`src/rtl/reg_wb_buffer.sv`:
```
// Register write-back buffer: in-order FIFO merging ALU and load results onto the
// register file's single write port, with youngest-match forwarding for two readers.
module reg_wb_buffer #(
    parameter int DEPTH = 4,
    parameter int XLEN  = 32
) (
    input  logic                     clk,
    input  logic                     rst_n,
    input  logic                     alu_valid,
    input  logic [4:0]               alu_rd,
    input  logic [XLEN-1:0]          alu_data,
    output logic                     alu_ready,
    input  logic                     mem_valid,
    input  logic [4:0]               mem_rd,
    input  logic [XLEN-1:0]          mem_data,
    output logic                     mem_ready,
    output logic [4:0]               a3,
    output logic                     we3,
    output logic [XLEN-1:0]          wd,
    input  logic [4:0]               ra1,
    output logic                     fwd1_hit,
    output logic [XLEN-1:0]          fwd1_data,
    input  logic [4:0]               ra2,
    output logic                     fwd2_hit,
    output logic [XLEN-1:0]          fwd2_data,
    output logic [$clog2(DEPTH):0]   count,
    output logic                     full,
    output logic                     empty
);

    localparam int AW = $clog2(DEPTH);
    localparam int CW = AW + 1;

    logic [4:0]      rd_q   [DEPTH];
    logic [4:0]      rd_d   [DEPTH];
    logic [XLEN-1:0] data_q [DEPTH];
    logic [XLEN-1:0] data_d [DEPTH];
    logic [DEPTH-1:0] valid_q, valid_d;
    logic [AW-1:0]   wr_ptr_q, wr_ptr_d;
    logic [AW-1:0]   rd_ptr_q, rd_ptr_d;
    logic [CW-1:0]   count_q, count_d;

    logic            full_w, empty_w;
    logic            alu_fire, mem_fire, enq, deq;
    logic [4:0]      in_rd;
    logic [XLEN-1:0] in_data;
    logic [AW-1:0]   idx;

    always_comb begin
        full_w    = (count_q == CW'(DEPTH));
        empty_w   = (count_q == '0);
        alu_ready = !full_w;
        mem_ready = !full_w && !alu_valid;
        alu_fire  = alu_valid && alu_ready;
        mem_fire  = mem_valid && mem_ready;
        in_rd     = alu_fire ? alu_rd   : mem_rd;
        in_data   = alu_fire ? alu_data : mem_data;
        // x0 writes complete the handshake but never occupy a slot
        enq       = (alu_fire || mem_fire) && (in_rd != '0);
        deq       = !empty_w;

        we3 = deq;
        a3  = empty_w ? '0 : rd_q[rd_ptr_q];
        wd  = empty_w ? '0 : data_q[rd_ptr_q];

        rd_d     = rd_q;
        data_d   = data_q;
        valid_d  = valid_q;
        wr_ptr_d = wr_ptr_q;
        rd_ptr_d = rd_ptr_q;
        count_d  = count_q;

        if (deq) begin
            valid_d[rd_ptr_q] = 1'b0;
            rd_ptr_d          = rd_ptr_q + AW'(1);
        end
        if (enq) begin
            rd_d[wr_ptr_q]    = in_rd;
            data_d[wr_ptr_q]  = in_data;
            valid_d[wr_ptr_q] = 1'b1;
            wr_ptr_d          = wr_ptr_q + AW'(1);
        end
        case ({enq, deq})
            2'b10:   count_d = count_q + CW'(1);
            2'b01:   count_d = count_q - CW'(1);
            default: count_d = count_q;
        endcase
    end

    // Walk oldest to youngest so the last match left standing is the youngest
    always_comb begin
        fwd1_hit  = 1'b0;
        fwd1_data = '0;
        fwd2_hit  = 1'b0;
        fwd2_data = '0;
        idx       = '0;
        for (int unsigned i = 0; i < DEPTH; i++) begin
            idx = rd_ptr_q + AW'(i);
            if (valid_q[idx] && (ra1 != '0) && (rd_q[idx] == ra1)) begin
                fwd1_hit  = 1'b1;
                fwd1_data = data_q[idx];
            end
            if (valid_q[idx] && (ra2 != '0) && (rd_q[idx] == ra2)) begin
                fwd2_hit  = 1'b1;
                fwd2_data = data_q[idx];
            end
        end
    end

    always_ff @(posedge clk or negedge rst_n) begin
        if (!rst_n) begin
            for (int unsigned i = 0; i < DEPTH; i++) begin
                rd_q[i]   <= '0;
                data_q[i] <= '0;
            end
            valid_q  <= '0;
            wr_ptr_q <= '0;
            rd_ptr_q <= '0;
            count_q  <= '0;
        end else begin
            rd_q     <= rd_d;
            data_q   <= data_d;
            valid_q  <= valid_d;
            wr_ptr_q <= wr_ptr_d;
            rd_ptr_q <= rd_ptr_d;
            count_q  <= count_d;
        end
    end

    assign count = count_q;
    assign full  = full_w;
    assign empty = empty_w;

endmodule
```
`config.mk`:
```
export PLATFORM = sky130hd
export DESIGN_NAME = reg_wb_buffer
export DESIGN_NICKNAME = d
export VERILOG_FILES = /design/src/rtl/reg_wb_buffer.sv
export SDC_FILE = /design/constraint.sdc
export NUM_CORES = 1
export LEC_CHECK = 0
export ABC_AREA = 1
export BUFFER_PORTS_ARGS = -buffer_cell sky130_fd_sc_hd__buf_4
export CORE_MARGIN = 2
export CORE_UTILIZATION = 35
export DETAILED_ROUTE_END_ITERATION = 6
export GPL_TIMING_DRIVEN = 0
export PLACE_DENSITY_LB_ADDON = 0.3
export SLEW_MARGIN = 20
export SYNTH_ARGS = -nofsm -noshare
export SYNTH_HDL_FRONTEND = slang
export SYNTH_SLANG_ARGS = --single-unit
```
`constraint.sdc`:
```
create_clock -name clk -period 3.1 [get_ports clk]
set_input_delay 0.465 -clock clk [delete_from_list [all_inputs] [get_ports clk]]
set_output_delay 0.465 -clock clk [all_outputs]
set_load 0.03 [all_outputs]
```
==> flow_summary.toml, run 1 <==
[run_status]
run_status = "finished, violations left"
violations = "setup timing"

[global_routing]
grt_pass1_wl_um = 99200
groute.usage.overall_pct = 32.37
via_count_of_the_first_global_routing_pass = 15550
antenna_found_initial = 0
globalRoute.totalOverflow = 0
grt_max_degree = 95

[cts]
htree_levels = 4
hold_fix_buffer_count_after_cts = 0
cts-buffers-inserted = 17
tritoncts_num_sinks = 159
insertion_delay_of_the_later_clocked_pin_in_the_worst_skew_pair_ns = 0.45
worst_setup_hold_path_clk_slew_ns = 0.06
clock_tree.buffer_depth = 2
clockRootBuffer = "clkbuf_16"
tritoncts_clock_tree = "yes"

[die]
die_h_um = 202.9
ioPinCount = 199
fp.coreArea_mm2 = 0.03883
floorplan.initialDensity_pct = 35.67
fp.dieArea_mm2 = 0.04118
fp-row-count = 72
die_width_um = 202.9

[route]
route.antenna.remaining_nets = 0
viasPerCell = 5.511
drt_iter0_markers = 1818
drtPass1Iterations = 6
route.detailed.drc = 0
wl_per_cell_um = 22.12
route.vias.total = 17010
top_signal_layer_used = "met4"
met2_wirelength_um = 29310
detailroute.wirelength.met3_um = 7015
wl_met1_um = 29930
detail_route.wirelength_um = 68270

[cells_and_area]
fillers = 3856
area_grow_syn2layout_pct = 40.65
mostFrequentLayoutCells = "672 x nand2_1, 222 x inv_1, 197 x nor2_1"
final_net_count = 2653
antenna-diode-count = 0
layout-drive-gt1-share_pct = 29.67
most_common_library_cell_in_the_layout_ignoring_fill_and_taps = "nand2_1"

[synthesis]
yosysWarnings = 0
synthesis.nets = 2386
post_synth.cell_area_avg_um2 = 6.053
synthesis.area_mm2 = 0.01385
yosys_register_bits = 159
distinct_cells_synth = 33
postSynthCellCount = 2288
synth.yosys.seq_area_share_pct = 28.73

[placement]
detailed_place_hpwl_um = 52080
port_buffers = 198
post-place-ws_ns = -1.038
routabilityCongestion = 0.9986

[sta]
final_hold_viol_count = 0
period_share_pct = 120.7
slew-limit-headroom_pct = 48.89
worst-slew-pin-transition_ns = 0.7667
final.setup_skew_ns = 0.007308
timing_max_transition_violations_final = 0
fmax_mhz = 267.3
layout_min_cycle_time_ns = 3.742
setup_slack_ns = -0.6417
setup_viol = 67
setup_repair_after_global_routing_missed_its_margin = "yes"
holdWs_ns = 0.03797

[min_path]
worstHoldPathType = "in -> async"

[worst_setup_path]
crit_path_end_kind = "primary output"
worstSetupPathType = "reg -> out"
critPathLaunchType = "register"
worst-endpoint-required_ns = 2.63
cp_max_fo = 10
worst_ep_arrival_time_ns = 3.28

[flow_run]
max_cap_violations = 0
path summary, 6_finish.rpt:
path	slack, ns	cells after the start	start	to
max	-0.64	17	rd_ptr_q[1]	fwd1_data[28]
min	0.04	1	rst_n	count[0]
max reg2reg	0.36	15	count[0]	count[2]
min reg2reg	0.53	1	rd_q[1]	rd_q[1]
max in group asynchronous	2.23	2	rst_n	data_q[14]
min in group clk	0.40	4	alu_rd[4]	rd_q[9]
through the flow:
stage	cells	area [µm²]	TNS (ns)	util, %
2_1_floorplan	2288	14140	0	-
3_3_place_gp	3004	16280	-57.19	41.92
3_5_place_dp	3005	16320	-57.87	42.02
4_1_cts	3074	18540	-39.27	47.75
5_1_grt	3086	19480	-41.46	50.17
6_report	3086	19480	-37.93	50.17
critical path: stages (launching register included):
cell,delay (ns)
dfrtp_2,0.40
inv_4,0.05
buf_8,0.12
buf_8,0.11
buf_12,0.12
ha_4,0.34
buf_4,0.15
nand3_2,0.12
nand3_1,0.11
nand2_1,0.09
nor2_4,0.25
nand3_4,0.13
buf_6,0.17
buf_12,0.15
o21ai_2,0.06
nand2_2,0.08
a21oi_4,0.20
buf_6,0.16
logic make-up (layout without fill, tap and decap cells):
group / Yosys count / in the layout / synth area share [%]
and+or+nand+nor: 1194 / 1195 / 35.59
AOI/OAI and AO/OA: 500 / 500 / 19.13
muxes: 32 / 32 / 2.602
DFF: 159 / 159 / 28.73
xor gates and xnor gates: 11 / 11 / 0.6957
buffers and inverters: 382 / 661 / 12.30
adders and majority gates: 10 / 10 / 0.9576
cells in the mapped netlist (all sizes together):
cell	instances	share of area (%)
buf	95	4.5
nor3	2	0.072
o2111ai	1	0.063
clkbuf	56	1.5
nor2	270	8.1
xnor2	2	0.13
o21ai	419	15
nand3b	1	0.054
xor2	9	0.57
mux2	32	2.6
o21a	24	1.3
fa	1	0.14
nand2	761	21
nand3	114	4.4
ha	9	0.81
nand4	46	2.1
a21oi	56	2.3
dfrtp	159	29
inv	231	6.3
state kept, by name, indices dropped and copies added (netlist names):
| register | count |
|---|---|
| data_q | 128 |
| rd_q | 20 |
| valid_q | 4 |
| count | 3 |
| rd_ptr_q | 2 |
| wr_ptr_q | 2 |
final cells by class:
class | count | area [µm²] | share of cell area (%)
sequential | 159 | 3983 | 20.45
multi-input combinational | 1748 | 9629 | 49.43
buffer | 147 | 1169 | 5.999
timing repair buffer | 251 | 2496 | 12.81
clock inverter | 14 | 240.2 | 1.233
tap | 518 | 648.1 | 3.327
inverter | 231 | 884.6 | 4.541
clock buffer | 18 | 429.2 | 2.203
repair_timing:
item	in CTS	in global routing
endpoints found under the setup margin	92	98
gates resized for setup	360	262
hold endpoints to repair	0	0
gates cloned	8	5
pin swaps	53	62
buffers inserted	29	12
per-layer routing:
metal	up-vias	track usage (%)
li1	7852	-
met1	8125	46.44
met2	932	47.55
met3	99	7.271
met4	0	11.26
met5	-	0
Power of run 1 is left out: the tool's default activity adds up to more than one toggle a clock period on the data nets, which glitch-free logic cannot reach.
==> run 2: changes to the inputs <==
--- a/config.mk
+++ b/config.mk
@@ -7,11 +7,12 @@
 export LEC_CHECK = 0
 export ABC_AREA = 1
 export BUFFER_PORTS_ARGS = -buffer_cell sky130_fd_sc_hd__buf_4
+export CELL_PAD_IN_SITES_DETAIL_PLACEMENT = 1
+export CELL_PAD_IN_SITES_GLOBAL_PLACEMENT = 1
 export CORE_MARGIN = 2
 export CORE_UTILIZATION = 35
 export DETAILED_ROUTE_END_ITERATION = 6
-export GPL_TIMING_DRIVEN = 0
-export PLACE_DENSITY_LB_ADDON = 0.3
+export PLACE_DENSITY = 0.85
 export SLEW_MARGIN = 20
 export SYNTH_ARGS = -nofsm -noshare
 export SYNTH_HDL_FRONTEND = slang
==> flow_summary.toml, run 2 (same netlist as run 1, synthesis figures left out) <==
[route]
viasPerCell = 5.741
route.antenna.remaining_nets = 0
drtPass1Iterations = 5
route.detailed.drc = 0
drt_iter0_markers = 1955
wl_per_cell_um = 23.05
route.vias.total = 17860
detail_route.wirelength_um = 71690

[worst_setup_path]
cp_max_fo = 12
critPathSlowestCell = "dfrtp_4"
crit_path_end_kind = "primary output"
worstSetupPathType = "reg -> out"
critical-path-max-stage-delay_ns = 0.54
worst-endpoint-required_ns = 2.63
critical_path.cell_chain = "inv_6 > buf_8 > buf_4 > nand2_1 > nand3_2 > nand2_2 > nand2_1 > nand2_1 > nor2_4 > nand3_4 > buf_8 > nor2_2 > nand2_4 > nand3_2 > nand2_2 > nand2_2 > buf_6"
worst_ep_arrival_time_ns = 3.05
critPathLaunchType = "register"

[cells_and_area]
top_registers = "data_q (128), rd_q (20), valid_q (4)"
largest_register_ff_count = 128
mostFrequentLayoutCells = "686 x nand2_1, 304 x buf_4, 250 x o21ai_0"
layout-drive-gt1-share_pct = 28.37
area_grow_syn2layout_pct = 40.26
multi_input_comb_area_mm2 = 0.009191
register_with_the_highest_flop_count = "data_q"
sequential_cell_area_mm2 = 0.003984
fillers = 5042
most_common_library_cell_in_the_layout_ignoring_fill_and_taps = "nand2_1"
final_net_count = 2677

[global_routing]
grt_pass1_wl_um = 100500
via_count_of_the_first_global_routing_pass = 17070
grt_max_degree = 94
antenna_found_initial = 0
globalRoute.totalOverflow = 0
groute.usage.overall_pct = 31.55

[sta]
final_hold_viol_count = 0
holdWs_ns = 0.4275
slew-limit-headroom_pct = 26.91
worst-slew-pin-transition_ns = 1.096
period_share_pct = 113.3
setup_repair_after_global_routing_missed_its_margin = "yes"
setup_viol = 68
layout_min_cycle_time_ns = 3.511
final.setup_skew_ns = 0.01091
setup_slack_ns = -0.4109
totalNegativeSetupSlack_ns = -20.43
timing_max_transition_violations_final = 0
fmax_mhz = 284.8

[min_path]
worstHoldPathType = "in -> reg"

[die]
die_h_um = 202.9
fp.dieArea_mm2 = 0.04118
ioPinCount = 199
die_width_um = 202.9
fp-row-count = 72
fp.coreArea_mm2 = 0.03883
floorplan.initialDensity_pct = 35.67

[placement]
routabilityCongestion = 0.9480
port_buffers = 198
detailed_place_hpwl_um = 46630

[cts]
tritoncts_clock_tree = "yes"
cts-buffers-inserted = 17
tritoncts_num_sinks = 159
htree_levels = 4
clock_tree.buffer_depth = 2
insertion_delay_of_the_later_clocked_pin_in_the_worst_skew_pair_ns = 0.45
worst_setup_hold_path_clk_slew_ns = 0.07
clockRootBuffer = "clkbuf_16"

[flow_run]
max_cap_violations = 0

[run_status]
violations = "setup timing"
run_status = "finished, violations left"
## run 2: cell types whose count changed in the layout (fill, tap and decap cells not counted), sizes merged
cell,change
clkbuf,-42
nand3,-1
buf,+64
bufbuf,+1
clkinvlp,+1
dlygate4sd3,+1
clkinv,-4
bufinv,-3
diode,+1
inv,+6
## run 2: metrics by stage
stage	area, µm²	util, %	setup slack [ns]	std cells
global placement	16950	43.66	0.1231	3028
floorplan	14140	-	0.01372	2288
CTS	18210	46.91	-0.2222	3077
detailed placement	16950	43.66	0.001626	3028
global route	19420	50.02	-0.5024	3109
finish	19420	50.03	-0.4109	3110
## run 2: final timing paths
path	start	slack (ns)	endpoint	depth (start not counted)
worst min-delay path	alu_rd[4]	0.43	rd_q[4]	4
worst max-delay path	rd_ptr_q[0]	-0.41	fwd2_data[13]	17
min in group asynchronous	rst_n	0.51	count[2]	2
max in group asynchronous	rst_n	1.76	data_q[83]	3
worst max register to register	count[0]	0.05	rd_q[16]	12
worst min register to register	data_q[113]	0.54	data_q[113]	2
## run 2: timing repair
item	in CTS	in global routing
setup endpoints to repair	81	174
gates resized for setup	127	204
hold buffers	1	0
endpoints found under the hold margin	42	0
buffers inserted	14	15
cloned	3	17
pin swaps	5	54
## run 2: layout make-up
cell class	instances	area share [%]
antenna	1	0.01288
inverter	231	4.593
clock inverter	14	0.9340
clock buffer	17	2.190
tap	518	3.337
timing repair buffer	423	21.11
sequential	159	20.51
multi-input combinational	1747	47.32
## run 2: per-layer routing
metal / global-route usage [%] / wire, µm / vias up
met2: 48.47 / 31150 / 991
met4: 7.873 / 2996 / 0
met5: 0 / 0 / -
met3: 4.719 / 7109 / 223
li1: - / - / 7883
met1: 46.17 / 30440 / 8759
## run 2: worst max-delay path, delay by kind of cell (launching register included)
family | cells | cell delay [ns]
DFF | 1 | 0.54
buffers and inverters | 5 | 0.68
and+or+nand+nor | 12 | 1.36
Power of run 2 is left out for the same reason.
==> run 3: changes to the inputs <==
--- a/config.mk
+++ b/config.mk
@@ -7,7 +7,7 @@
 export LEC_CHECK = 0
 export ABC_AREA = 1
 export BUFFER_PORTS_ARGS = -buffer_cell sky130_fd_sc_hd__buf_4
-export CELL_PAD_IN_SITES_DETAIL_PLACEMENT = 1
+export CELL_PAD_IN_SITES_DETAIL_PLACEMENT = 0
 export CELL_PAD_IN_SITES_GLOBAL_PLACEMENT = 1
 export CORE_MARGIN = 2
 export CORE_UTILIZATION = 35
==> flow_summary.toml, run 3 (same netlist as run 1, synthesis figures left out) <==
[cts]
clockRootBuffer = "clkbuf_16"
insertion_delay_of_the_later_clocked_pin_in_the_worst_skew_pair_ns = 0.43
htree_levels = 4
worst_setup_hold_path_clk_slew_ns = 0.06
tritoncts_num_sinks = 159
tritoncts_clock_tree = "yes"
clock_tree.buffer_depth = 2
cts-buffers-inserted = 17

[cells_and_area]
multi_input_comb_area_mm2 = 0.009051
antenna-diode-count = 0
register_with_the_highest_flop_count = "data_q"
area_grow_syn2layout_pct = 37.25
final_net_count = 2660
layout-drive-gt1-share_pct = 26.87
sequential_cell_area_mm2 = 0.003984
fillers = 3912
largest_register_ff_count = 128
most_common_library_cell_in_the_layout_ignoring_fill_and_taps = "nand2_1"
stdcell_area_mm2 = 0.01901
mostFrequentLayoutCells = "705 x nand2_1, 300 x buf_4, 249 x o21ai_0"
top_registers = "data_q (128), rd_q (20), valid_q (4)"

[placement]
dpl_cell_area_mm2 = 0.01695
detailed_place_hpwl_um = 41380
routabilityCongestion = 0.9480
port_buffers = 198
post-place-ws_ns = 0.1071

[sta]
timing_max_transition_violations_final = 0
totalNegativeSetupSlack_ns = -11.13
fmax_mhz = 298.8
slew-limit-headroom_pct = 27.54
period_share_pct = 108.0
layout_min_cycle_time_ns = 3.347
holdWs_ns = 0.4237
final_hold_viol_count = 0
final.setup_skew_ns = 0.007368
setup_slack_ns = -0.2469
worst-slew-pin-transition_ns = 1.087
setup_viol = 66
setup_repair_after_global_routing_missed_its_margin = "yes"

[die]
die_h_um = 202.9
fp-row-count = 72
fp.dieArea_mm2 = 0.04118
die_width_um = 202.9
ioPinCount = 199
floorplan.initialDensity_pct = 35.67
fp.coreArea_mm2 = 0.03883

[route]
route.detailed.drc = 0
detail_route.wirelength_um = 58290
drt_iter0_markers = 1643
wl_per_cell_um = 18.84
drtPass1Iterations = 5
route.vias.total = 16190
viasPerCell = 5.234
route.antenna.remaining_nets = 0

[min_path]
hold_depth = 5
worstHoldStart = "mem_rd[3]"
worstHoldPathType = "in -> reg"
worst_hold_path.endpoint = "rd_q[13]"

[global_routing]
antenna_found_initial = 0
grt_pass1_wl_um = 84350
grt_max_degree = 94
groute.usage.overall_pct = 26.51
via_count_of_the_first_global_routing_pass = 14050
globalRoute.totalOverflow = 0

[worst_setup_path]
r2r_setup_slack_ns = 0.22
worst_ep_arrival_time_ns = 2.88
cp_max_fo = 9
worst-r2r-cell-count = 12
worstSetupPathType = "reg -> out"
crit_path_end_kind = "primary output"
r2r_start = "count[0]"
critPathLaunchType = "register"
worst-endpoint-required_ns = 2.63
worst_reg2reg_path_endpoint = "rd_q[11]"

[flow_run]
max_cap_violations = 0

[run_status]
violations = "setup timing"
run_status = "finished, violations left"
==> run 3: critical path, cell delays in order (launching register included) <==
cell	delay (ns)
dfrtp_4	0.46
inv_4	0.06
ha_4	0.34
buf_12	0.16
nand3_2	0.08
nand2_2	0.12
xor2_1	0.20
nor2_1	0.06
nand2_1	0.10
nor2_4	0.06
buf_12	0.14
buf_4	0.15
nor2_1	0.26
a21oi_4	0.08
buf_4	0.17
==> run 3: worst max path at each step <==
stage,from,to,slack (ns),cells after the start
floorplan,rd_ptr_q[1],fwd1_data[13],0.01,18
global placement,rd_ptr_q[0],fwd1_data[30],0.12,10
detailed placement,rd_ptr_q[0],fwd1_data[1],0.11,10
CTS,rd_ptr_q[0],fwd1_data[7],-0.19,15
global route,rd_ptr_q[0],fwd1_data[16],-0.31,16
finish,rd_ptr_q[0],fwd1_data[15],-0.25,14
==> run 3: metal layers <==
layer  track usage [%]  part of all wire [%]
met5                 0                     0
met4             5.370                   2.4
met3             4.366                   8.9
met2             36.39                    40
met1             42.61                    49
==> run 3: layout make-up <==
| cell class | count | share of cell area (%) |
|---|---|---|
| multi-input combinational | 1747 | 47.62 |
| sequential | 159 | 20.96 |
| timing repair buffer | 406 | 20.19 |
| inverter | 231 | 4.654 |
| tap | 518 | 3.410 |
| clock buffer | 18 | 2.258 |
| clock inverter | 14 | 0.9150 |
==> run 3: timing repair <==
action                                  in CTS  in global routing
hold buffers                                 1                  0
pin swaps                                    2                 18
resized for setup                           75                199
hold endpoints to repair                    42                  0
gates cloned                                 1                 17
endpoints found under the setup margin      77                111
setup buffers                                6                  8
==> run 3: stage by stage <==
| stage | cells | utilization, % |
|---|---|---|
| 2_1_floorplan | 2288 | - |
| 3_3_place_gp | 3028 | 43.66 |
| 3_5_place_dp | 3028 | 43.66 |
| 4_1_cts | 3068 | 46.10 |
| 5_1_grt | 3093 | 48.96 |
| 6_report | 3093 | 48.96 |
Power of run 3 is left out for the same reason.
